==> src/rtl/animation_scheduler_if.sv <==
// Event/handshake bundle between game logic, scheduler and LED engine.
// The timeout signal exists only when ANIM_SCHED_TIMEOUT_EN is defined.
interface animation_scheduler_if #(
    parameter int DEPTH = 4
);
    logic                         goal_player_1;
    logic                         goal_player_2;
    logic                         win_player_1;
    logic                         win_player_2;
    logic                         anim_done;
    logic                         anim_start;
    logic [1:0]                   anim_type;
    logic                         busy;
    logic [$clog2(DEPTH+1)-1:0]   pending;
    logic                         overflow;
`ifdef ANIM_SCHED_TIMEOUT_EN
    logic                         timeout;
`endif

    modport master (
        output goal_player_1,
        output goal_player_2,
        output win_player_1,
        output win_player_2,
        output anim_done,
        input  anim_start,
        input  anim_type,
        input  busy,
        input  pending,
        input  overflow
`ifdef ANIM_SCHED_TIMEOUT_EN
        ,
        input  timeout
`endif
    );

    modport slave (
        input  goal_player_1,
        input  goal_player_2,
        input  win_player_1,
        input  win_player_2,
        input  anim_done,
        output anim_start,
        output anim_type,
        output busy,
        output pending,
        output overflow
`ifdef ANIM_SCHED_TIMEOUT_EN
        ,
        output timeout
`endif
    );
endinterface

==> src/rtl/animation_scheduler.sv <==
// Pong LED animation scheduler: event FIFO, win priority, start/done with gap.
// Optional PLAY watchdog enabled by defining ANIM_SCHED_TIMEOUT_EN.
module animation_scheduler #(
    parameter int DEPTH          = 4,
    parameter int GAP_CYCLES     = 8,
    parameter int TIMEOUT_CYCLES = 255
) (
    input logic BALL_CLOCK,
    input logic RESET,
    animation_scheduler_if.slave bus
);

    localparam int PW = (DEPTH > 1) ? $clog2(DEPTH) : 1;
    localparam int CW = $clog2(DEPTH + 1);
    localparam int GW = (GAP_CYCLES > 1) ? $clog2(GAP_CYCLES) : 1;

    typedef enum logic [1:0] {
        IDLE,
        START,
        PLAY,
        GAP
    } state_t;

    state_t        state_q;
    logic [1:0]    mem_q [DEPTH];
    logic [PW-1:0] wr_q;
    logic [PW-1:0] rd_q;
    logic [CW-1:0] cnt_q;
    logic [GW-1:0] gap_q;
    logic          lock_q;
    logic          start_q;
    logic          busy_q;
    logic          ovf_q;
    logic [1:0]    type_q;

    logic          ev_vld;
    logic          ev_win;
    logic [1:0]    ev_type;
    logic          pop;
    logic          push_goal;
    logic          push_win;
    logic          drop;
    logic          play_end;
    logic          lock_clr;
    logic          to_hit;

`ifdef ANIM_SCHED_TIMEOUT_EN
    localparam int TW = $clog2(TIMEOUT_CYCLES + 1);
    logic [TW-1:0] to_q;
    logic          tout_q;
    assign to_hit = (state_q == PLAY) &&
                    (to_q == TW'(TIMEOUT_CYCLES - 1));
    assign bus.timeout = tout_q;
`else
    logic unused_to;
    assign to_hit    = 1'b0;
    assign unused_to = (TIMEOUT_CYCLES != 0);
`endif

    // One event per cycle; lower-priority simultaneous pulses are lost.
    always_comb begin
        ev_vld  = 1'b1;
        ev_win  = 1'b1;
        ev_type = 2'b10;
        if (bus.win_player_1) begin
            ev_type = 2'b10;
        end else if (bus.win_player_2) begin
            ev_type = 2'b11;
        end else if (bus.goal_player_1) begin
            ev_win  = 1'b0;
            ev_type = 2'b00;
        end else if (bus.goal_player_2) begin
            ev_win  = 1'b0;
            ev_type = 2'b01;
        end else begin
            ev_vld  = 1'b0;
            ev_win  = 1'b0;
            ev_type = 2'b00;
        end
    end

    assign pop       = (state_q == IDLE) && (cnt_q != '0);
    assign push_win  = ev_vld && ev_win && !lock_q;
    assign push_goal = ev_vld && !ev_win && !lock_q &&
                       ((cnt_q != CW'(DEPTH)) || pop);
    assign drop      = ev_vld && !ev_win && !lock_q && !push_goal;
    assign play_end  = (state_q == PLAY) && (bus.anim_done || to_hit);
    assign lock_clr  = play_end && type_q[1];

    // A win rewinds the read pointer onto itself, flushing queued goals.
    always_ff @(posedge BALL_CLOCK or posedge RESET) begin
        if (RESET) begin
            for (int i = 0; i < DEPTH; i++) mem_q[i] <= 2'b00;
            wr_q   <= '0;
            rd_q   <= '0;
            cnt_q  <= '0;
            lock_q <= 1'b0;
            ovf_q  <= 1'b0;
        end else begin
            if (push_win || push_goal) begin
                mem_q[wr_q] <= ev_type;
                wr_q        <= wr_q + PW'(1);
            end
            if (push_win) begin
                rd_q  <= wr_q;
                cnt_q <= CW'(1);
            end else begin
                if (pop) rd_q <= rd_q + PW'(1);
                cnt_q <= cnt_q + CW'(push_goal) - CW'(pop);
            end
            if (push_win) lock_q <= 1'b1;
            else if (lock_clr) lock_q <= 1'b0;
            if (drop) ovf_q <= 1'b1;
        end
    end

    always_ff @(posedge BALL_CLOCK or posedge RESET) begin
        if (RESET) begin
            state_q <= IDLE;
            start_q <= 1'b0;
            type_q  <= 2'b00;
            busy_q  <= 1'b0;
            gap_q   <= '0;
`ifdef ANIM_SCHED_TIMEOUT_EN
            to_q    <= '0;
            tout_q  <= 1'b0;
`endif
        end else begin
            unique case (state_q)
                IDLE: begin
                    if (pop) begin
                        state_q <= START;
                        start_q <= 1'b1;
                        type_q  <= mem_q[rd_q];
                        busy_q  <= 1'b1;
                    end
                end
                START: begin
                    start_q <= 1'b0;
                    state_q <= PLAY;
`ifdef ANIM_SCHED_TIMEOUT_EN
                    to_q    <= '0;
`endif
                end
                PLAY: begin
`ifdef ANIM_SCHED_TIMEOUT_EN
                    to_q <= to_q + TW'(1);
                    if (to_hit) tout_q <= 1'b1;
`endif
                    if (play_end) begin
                        gap_q <= '0;
                        if (GAP_CYCLES == 0) begin
                            state_q <= IDLE;
                            busy_q  <= 1'b0;
                        end else begin
                            state_q <= GAP;
                        end
                    end
                end
                GAP: begin
                    if (int'(gap_q) >= GAP_CYCLES - 1) begin
                        state_q <= IDLE;
                        busy_q  <= 1'b0;
                    end else begin
                        gap_q <= gap_q + GW'(1);
                    end
                end
                default: state_q <= IDLE;
            endcase
        end
    end

    assign bus.anim_start = start_q;
    assign bus.anim_type  = type_q;
    assign bus.busy       = busy_q;
    assign bus.pending    = cnt_q;
    assign bus.overflow   = ovf_q;

endmodule

==> src/flat_wrapper.sv <==
// flat-port wrapper written by rule: the top's interface ports become plain ports
module animation_scheduler_flat 
#(
    parameter int DEPTH          = 4,
    parameter int GAP_CYCLES     = 8,
    parameter int TIMEOUT_CYCLES = 255
)
  (BALL_CLOCK, RESET, bus_goal_player_1, bus_goal_player_2, bus_win_player_1, bus_win_player_2, bus_anim_done, bus_anim_start, bus_anim_type, bus_busy, bus_pending, bus_overflow);
  animation_scheduler_if #(.DEPTH(DEPTH)) bus_i ();
  input logic BALL_CLOCK;
  input logic RESET;
  input wire logic [$bits(bus_i.goal_player_1)-1:0] bus_goal_player_1;
  input wire logic [$bits(bus_i.goal_player_2)-1:0] bus_goal_player_2;
  input wire logic [$bits(bus_i.win_player_1)-1:0] bus_win_player_1;
  input wire logic [$bits(bus_i.win_player_2)-1:0] bus_win_player_2;
  input wire logic [$bits(bus_i.anim_done)-1:0] bus_anim_done;
  output wire logic [$bits(bus_i.anim_start)-1:0] bus_anim_start;
  output wire logic [$bits(bus_i.anim_type)-1:0] bus_anim_type;
  output wire logic [$bits(bus_i.busy)-1:0] bus_busy;
  output wire logic [$bits(bus_i.pending)-1:0] bus_pending;
  output wire logic [$bits(bus_i.overflow)-1:0] bus_overflow;
  assign bus_i.goal_player_1 = bus_goal_player_1;
  assign bus_i.goal_player_2 = bus_goal_player_2;
  assign bus_i.win_player_1 = bus_win_player_1;
  assign bus_i.win_player_2 = bus_win_player_2;
  assign bus_i.anim_done = bus_anim_done;
  assign bus_anim_start = bus_i.anim_start;
  assign bus_anim_type = bus_i.anim_type;
  assign bus_busy = bus_i.busy;
  assign bus_pending = bus_i.pending;
  assign bus_overflow = bus_i.overflow;
  animation_scheduler #(.DEPTH(DEPTH), .GAP_CYCLES(GAP_CYCLES), .TIMEOUT_CYCLES(TIMEOUT_CYCLES)) u_core (.BALL_CLOCK(BALL_CLOCK), .RESET(RESET), .bus(bus_i));
endmodule
==> config.mk <==
export PLATFORM = sky130hd
export DESIGN_NAME = animation_scheduler_flat
export DESIGN_NICKNAME = d
export VERILOG_FILES = /design/src/rtl/animation_scheduler_if.sv /design/src/rtl/animation_scheduler.sv /design/src/flat_wrapper.sv
export SDC_FILE = /design/constraint.sdc
export NUM_CORES = 1
export LEC_CHECK = 0
export BUFFER_PORTS_ARGS = -buffer_cell sky130_fd_sc_hd__clkbuf_2
export CAP_MARGIN = 20
export CORE_MARGIN = 2
export CORE_UTILIZATION = 35
export CTS_CLUSTER_SIZE = 40
export DETAILED_ROUTE_END_ITERATION = 10
export PLACE_DENSITY = 0.52
export SLEW_MARGIN = 20
export SYNTH_ARGS = -nofsm -noshare
export SYNTH_HDL_FRONTEND = slang
export SYNTH_SLANG_ARGS = --single-unit
==> constraint.sdc <==
create_clock -name BALL_CLOCK -period 2.4 [get_ports BALL_CLOCK]
set_clock_uncertainty 0.2 [all_clocks]
set_input_delay 0.12 -clock BALL_CLOCK [delete_from_list [all_inputs] [get_ports BALL_CLOCK]]
set_output_delay 0.12 -clock BALL_CLOCK [all_outputs]
set_load 0.01 [all_outputs]
==> flow_results.xml <==
<?xml version="1.0" encoding="UTF-8"?>
<metrics>
  <group name="outcome">
    <metric name="run_status" unit="">complete, no violations</metric>
  </group>
  <group name="synth">
    <metric name="ys_ff_latch" unit="">26</metric>
    <metric name="synth-seq-area-share" unit="">0.449</metric>
    <metric name="number_of_instances_in_the_synthesized_netlist" unit="">131</metric>
    <metric name="share_of_yosys_cell_area_claimed_by_the_top_area_cell_type" unit="">0.449</metric>
    <metric name="synth.avg_cell_area" unit="sq um">11.1</metric>
    <metric name="postSynthNetCount" unit="">151</metric>
    <metric name="synth_top_cells_by_area" unit="">dfrtp_1 (45%), ha_1 (10%), nand2_1 (4.9%)</metric>
    <metric name="synth.yosys.warnings" unit="">0</metric>
    <metric name="synth.lib_cells_used.distinct" unit="">36</metric>
    <metric name="synthesis.area" unit="sq um">1450</metric>
    <metric name="synth_area_leader_cell" unit="">dfrtp_1</metric>
  </group>
  <group name="sta">
    <metric name="final_setup_violations" unit="">0</metric>
    <metric name="final_max_slew_viol_count" unit="">0</metric>
    <metric name="relSlewSlack" unit="">0.710</metric>
    <metric name="worstMarginPinSlew" unit="ns">0.434</metric>
    <metric name="max_clock_freq" unit="MHz">422</metric>
    <metric name="rsz0062_at_grt" unit="">true</metric>
    <metric name="hold_violations" unit="">0</metric>
    <metric name="finalWorstPathRequiredPeriod" unit="ns">2.37</metric>
    <metric name="finalCritPeriodShare" unit="">0.986</metric>
    <metric name="finalWorstSetupSlack" unit="ns">0.0329</metric>
  </group>
  <group name="clock_tree">
    <metric name="cts_root_buf" unit="">clkbuf_8</metric>
    <metric name="worst_skew_pair_latency" unit="ns">0.27</metric>
    <metric name="htree_levels" unit="">1</metric>
    <metric name="cts_made_buffers" unit="">3</metric>
    <metric name="clk_pin_slew" unit="ns">0.09</metric>
    <metric name="tritoncts_clock_tree" unit="">yes</metric>
    <metric name="ctsLongestPathBuffers" unit="">2</metric>
    <metric name="cts_sinks" unit="">26</metric>
  </group>
  <group name="die">
    <metric name="floorplan.die.width" unit="um">68.3</metric>
    <metric name="row_count" unit="">23</metric>
    <metric name="chipHeight" unit="um">68.3</metric>
    <metric name="initial_core_util" unit="">0.362</metric>
    <metric name="ios" unit="">15</metric>
    <metric name="design.core.area" unit="sq um">4000</metric>
    <metric name="design.die.area" unit="sq um">4670</metric>
  </group>
  <group name="detailed_routing">
    <metric name="drt-pass1-iter-count" unit="">4</metric>
    <metric name="drt-wirelength-per-cell" unit="um">14.1</metric>
    <metric name="detail_route.drc_violations" unit="">0</metric>
    <metric name="ant_nets" unit="">0</metric>
    <metric name="routed_vias" unit="">1045</metric>
    <metric name="drt-total-wl" unit="mm">2.94</metric>
    <metric name="first_iter_violations" unit="">51</metric>
    <metric name="vias_per_cell" unit="">5.00</metric>
  </group>
  <group name="pwr">
    <metric name="power.leakage" unit="nW">0.828</metric>
    <metric name="report.power.total" unit="mW">2.20</metric>
    <metric name="power-per-cell-area" unit="nW/um^2">1230</metric>
    <metric name="vdd_ir_drop_max" unit="mV">0.467</metric>
  </group>
  <group name="layout">
    <metric name="nNetsFinal" unit="">180</metric>
    <metric name="layout.cells.most_common_list" unit="">dfrtp_1 (24), nand2_1 (18), clkbuf_2 (14)</metric>
    <metric name="mostFrequentLayoutCell" unit="">dfrtp_1</metric>
    <metric name="finalNonFillerCells" unit="">209</metric>
    <metric name="utilization" unit="">0.448</metric>
    <metric name="area_growth" unit="%">23.6</metric>
    <metric name="fraction_of_final_layout_cells_with_drive_strength_greater_than_1" unit="">0.327</metric>
    <metric name="antenna_cells" unit="">0</metric>
    <metric name="finish.instance_area" unit="sq um">1790</metric>
  </group>
  <group name="setup_path">
    <metric name="worst_reg_to_reg_cells" unit="">11</metric>
    <metric name="startpoint_type" unit="">flop</metric>
    <metric name="reg2reg_from" unit="">u_core.bus.pending[1]$_DFF_PP0_</metric>
    <metric name="cp_data_arrival_time" unit="ns">2.33</metric>
    <metric name="capturing_element_type_of_the_critical_path" unit="">flop</metric>
    <metric name="timing.critical_path.required" unit="ns">2.36</metric>
    <metric name="rr_endpoint" unit="">u_core.bus.pending[2]$_DFF_PP0_</metric>
    <metric name="regToRegSetupSlack" unit="ns">0.03</metric>
    <metric name="crit_fanout" unit="">4</metric>
    <metric name="worstSetupPathType" unit="">flop to flop</metric>
  </group>
  <group name="worst_hold_path">
    <metric name="holdPathStages" unit="">3</metric>
    <metric name="min_delay_worst_endpoint" unit="">u_core.bus.overflow$_DFFE_PP0P_</metric>
    <metric name="worstHoldStart" unit="">bus_win_player_1</metric>
    <metric name="worst_hold_path_type" unit="">input port to flop</metric>
  </group>
  <group name="placed_design">
    <metric name="port-buffer-count" unit="">14</metric>
    <metric name="post_placement_worst_setup_slack" unit="ns">-0.00914</metric>
    <metric name="post_dp_cell_area" unit="sq um">1680</metric>
    <metric name="place.gp.congestion" unit="">0.745</metric>
    <metric name="placed_cell_count" unit="">202</metric>
    <metric name="dp_hpwl" unit="mm">2.30</metric>
  </group>
  <group name="global_route">
    <metric name="initial_antenna_violation_count" unit="">0</metric>
    <metric name="grt_first_pass_wirelength" unit="mm">4.98</metric>
    <metric name="grtUsageTotal" unit="">0.147</metric>
    <metric name="grt_pass1_vias" unit="">1085</metric>
    <metric name="maximum_number_of_pins_on_one_net_before_global_route_repair" unit="">18</metric>
    <metric name="globalRoute.totalOverflow" unit="">0</metric>
  </group>
  <group name="flow_run">
    <metric name="max-cap-violations" unit="">0</metric>
  </group>
</metrics>
-- report_power, final --
part,total [mW],switching (mW),internal [mW]
Sequential,0.766,0.148,0.618
Clock,0.366,0.143,0.223
Combinational,1.07,0.534,0.534
-- critical path, cell delays in order (launching register included) --
cell and delay [ns]:
dfrtp_2 0.41, or3_4 0.42, nand2_4 0.07, inv_2 0.04, ha_4 0.20, inv_2 0.05, ha_4 0.11, inv_2 0.03
fa_2 0.34, xor2_1 0.17, xnor2_1 0.14, nor2_1 0.06
-- cells in the mapped netlist, drive strengths merged --
| cell type | instances |
|---|---|
| o211ai | 1 |
| a22o | 6 |
| nand3 | 3 |
| fa | 1 |
| mux2i | 1 |
| a211oi | 1 |
| clkbuf | 2 |
| a31oi | 1 |
| mux2 | 6 |
| nand4 | 2 |
| o21ba | 1 |
| a21oi | 2 |
| or3 | 1 |
| o21ai | 8 |
| inv | 11 |
| nand2b | 1 |
| a221oi | 1 |
| mux4 | 2 |
| nor4b | 1 |
| ha | 12 |
| o21bai | 2 |
| nor4 | 1 |
| a41oi | 1 |
| nor3 | 3 |
| xnor2 | 2 |
| o31ai | 1 |
| nor2 | 5 |
| or2 | 1 |
| a21o | 1 |
| xor2 | 3 |
| dfrtp | 26 |
| a31o | 1 |
| nor2b | 1 |
| nand2 | 19 |
-- cells by family after synthesis --
family,synth area share
flops,0.449
compound gates,0.142
mux,0.0846
simple gates,0.143
xor+xnor,0.0302
buf+inv,0.0337
fa+ha+maj,0.117
-- state kept, by name, summed over array words and instances, names as in the netlist --
name                   count
u_core.gap_q               3
u_core.bus.overflow        1
u_core.state_q             2
u_core.bus.anim_type       2
u_core.bus.pending         3
u_core.bus.anim_start      1
u_core.rd_q                2
u_core.bus.busy            1
u_core.lock_q              1
u_core.wr_q                2
u_core.mem_q               8
-- per-layer routing --
| metal | part of all wire | track usage | wire length (um) | vias to the layer above |
|---|---|---|---|---|
| met2 | 0.51 | 0.250 | 1500 | 12 |
| met4 | 0.010 | 0.0450 | 30 | 0 |
| li1 | - | - | - | 518 |
| met1 | 0.45 | 0.181 | 1320 | 511 |
| met5 | 0 | 0 | 0 | - |
| met3 | 0.030 | 0.0395 | 89 | 4 |
-- area by class of cell --
class                   count  area (sq um)
fillers                   387          2210
multi-input cells          92           797
clock buffers               3          41.3
well taps                  50          62.6
repair buffers             26           165
flip-flops and latches     26           653
clock inverters             1          30.0
inverters                  11          41.3
-- timing repair --
item / 4_1_cts / 5_1_grt
hold buffers: 2 / 0
resized for setup: 1 / 3
setup endpoints to repair: 1 / 1
gates cloned: 0 / 0
buffers inserted: 0 / 1
pin swaps: 1 / 1
hold endpoints to repair: 10 / 0
-- stage by stage --
step / setup TNS (ns) / hold WS, ns
final: 0 / 0.0446
after global routing: -0.102 / 0.0571
after detailed placement: -0.00914 / -0.0851
after CTS: 0 / 0.0415
after floorplan: -0.0354 / -0.0401
after global placement: 0 / -0.0878
-- worst max path at each step --
stage / startpoint / endpoint / slack [ns] / cells past startpoint
6_report: u_core.bus.pending[1]$_DFF_PP0_ / u_core.bus.pending[2]$_DFF_PP0_ / 0.03 / 11
5_1_grt: u_core.state_q[1]$_DFFE_PP0P_ / u_core.bus.pending[2]$_DFF_PP0_ / -0.10 / 10
4_1_cts: u_core.bus.pending[1]$_DFF_PP0_ / u_core.bus.pending[2]$_DFF_PP0_ / 0.002 / 11
3_5_place_dp: u_core.state_q[1]$_DFFE_PP0P_ / u_core.bus.pending[2]$_DFF_PP0_ / -0.009 / 10
3_3_place_gp: u_core.state_q[1]$_DFFE_PP0P_ / u_core.bus.pending[2]$_DFF_PP0_ / 0.05 / 10
2_1_floorplan: u_core.bus.pending[1]$_DFF_PP0_ / u_core.bus.pending[2]$_DFF_PP0_ / -0.04 / 11
Note: power is estimated with default switching activity, not from simulation.
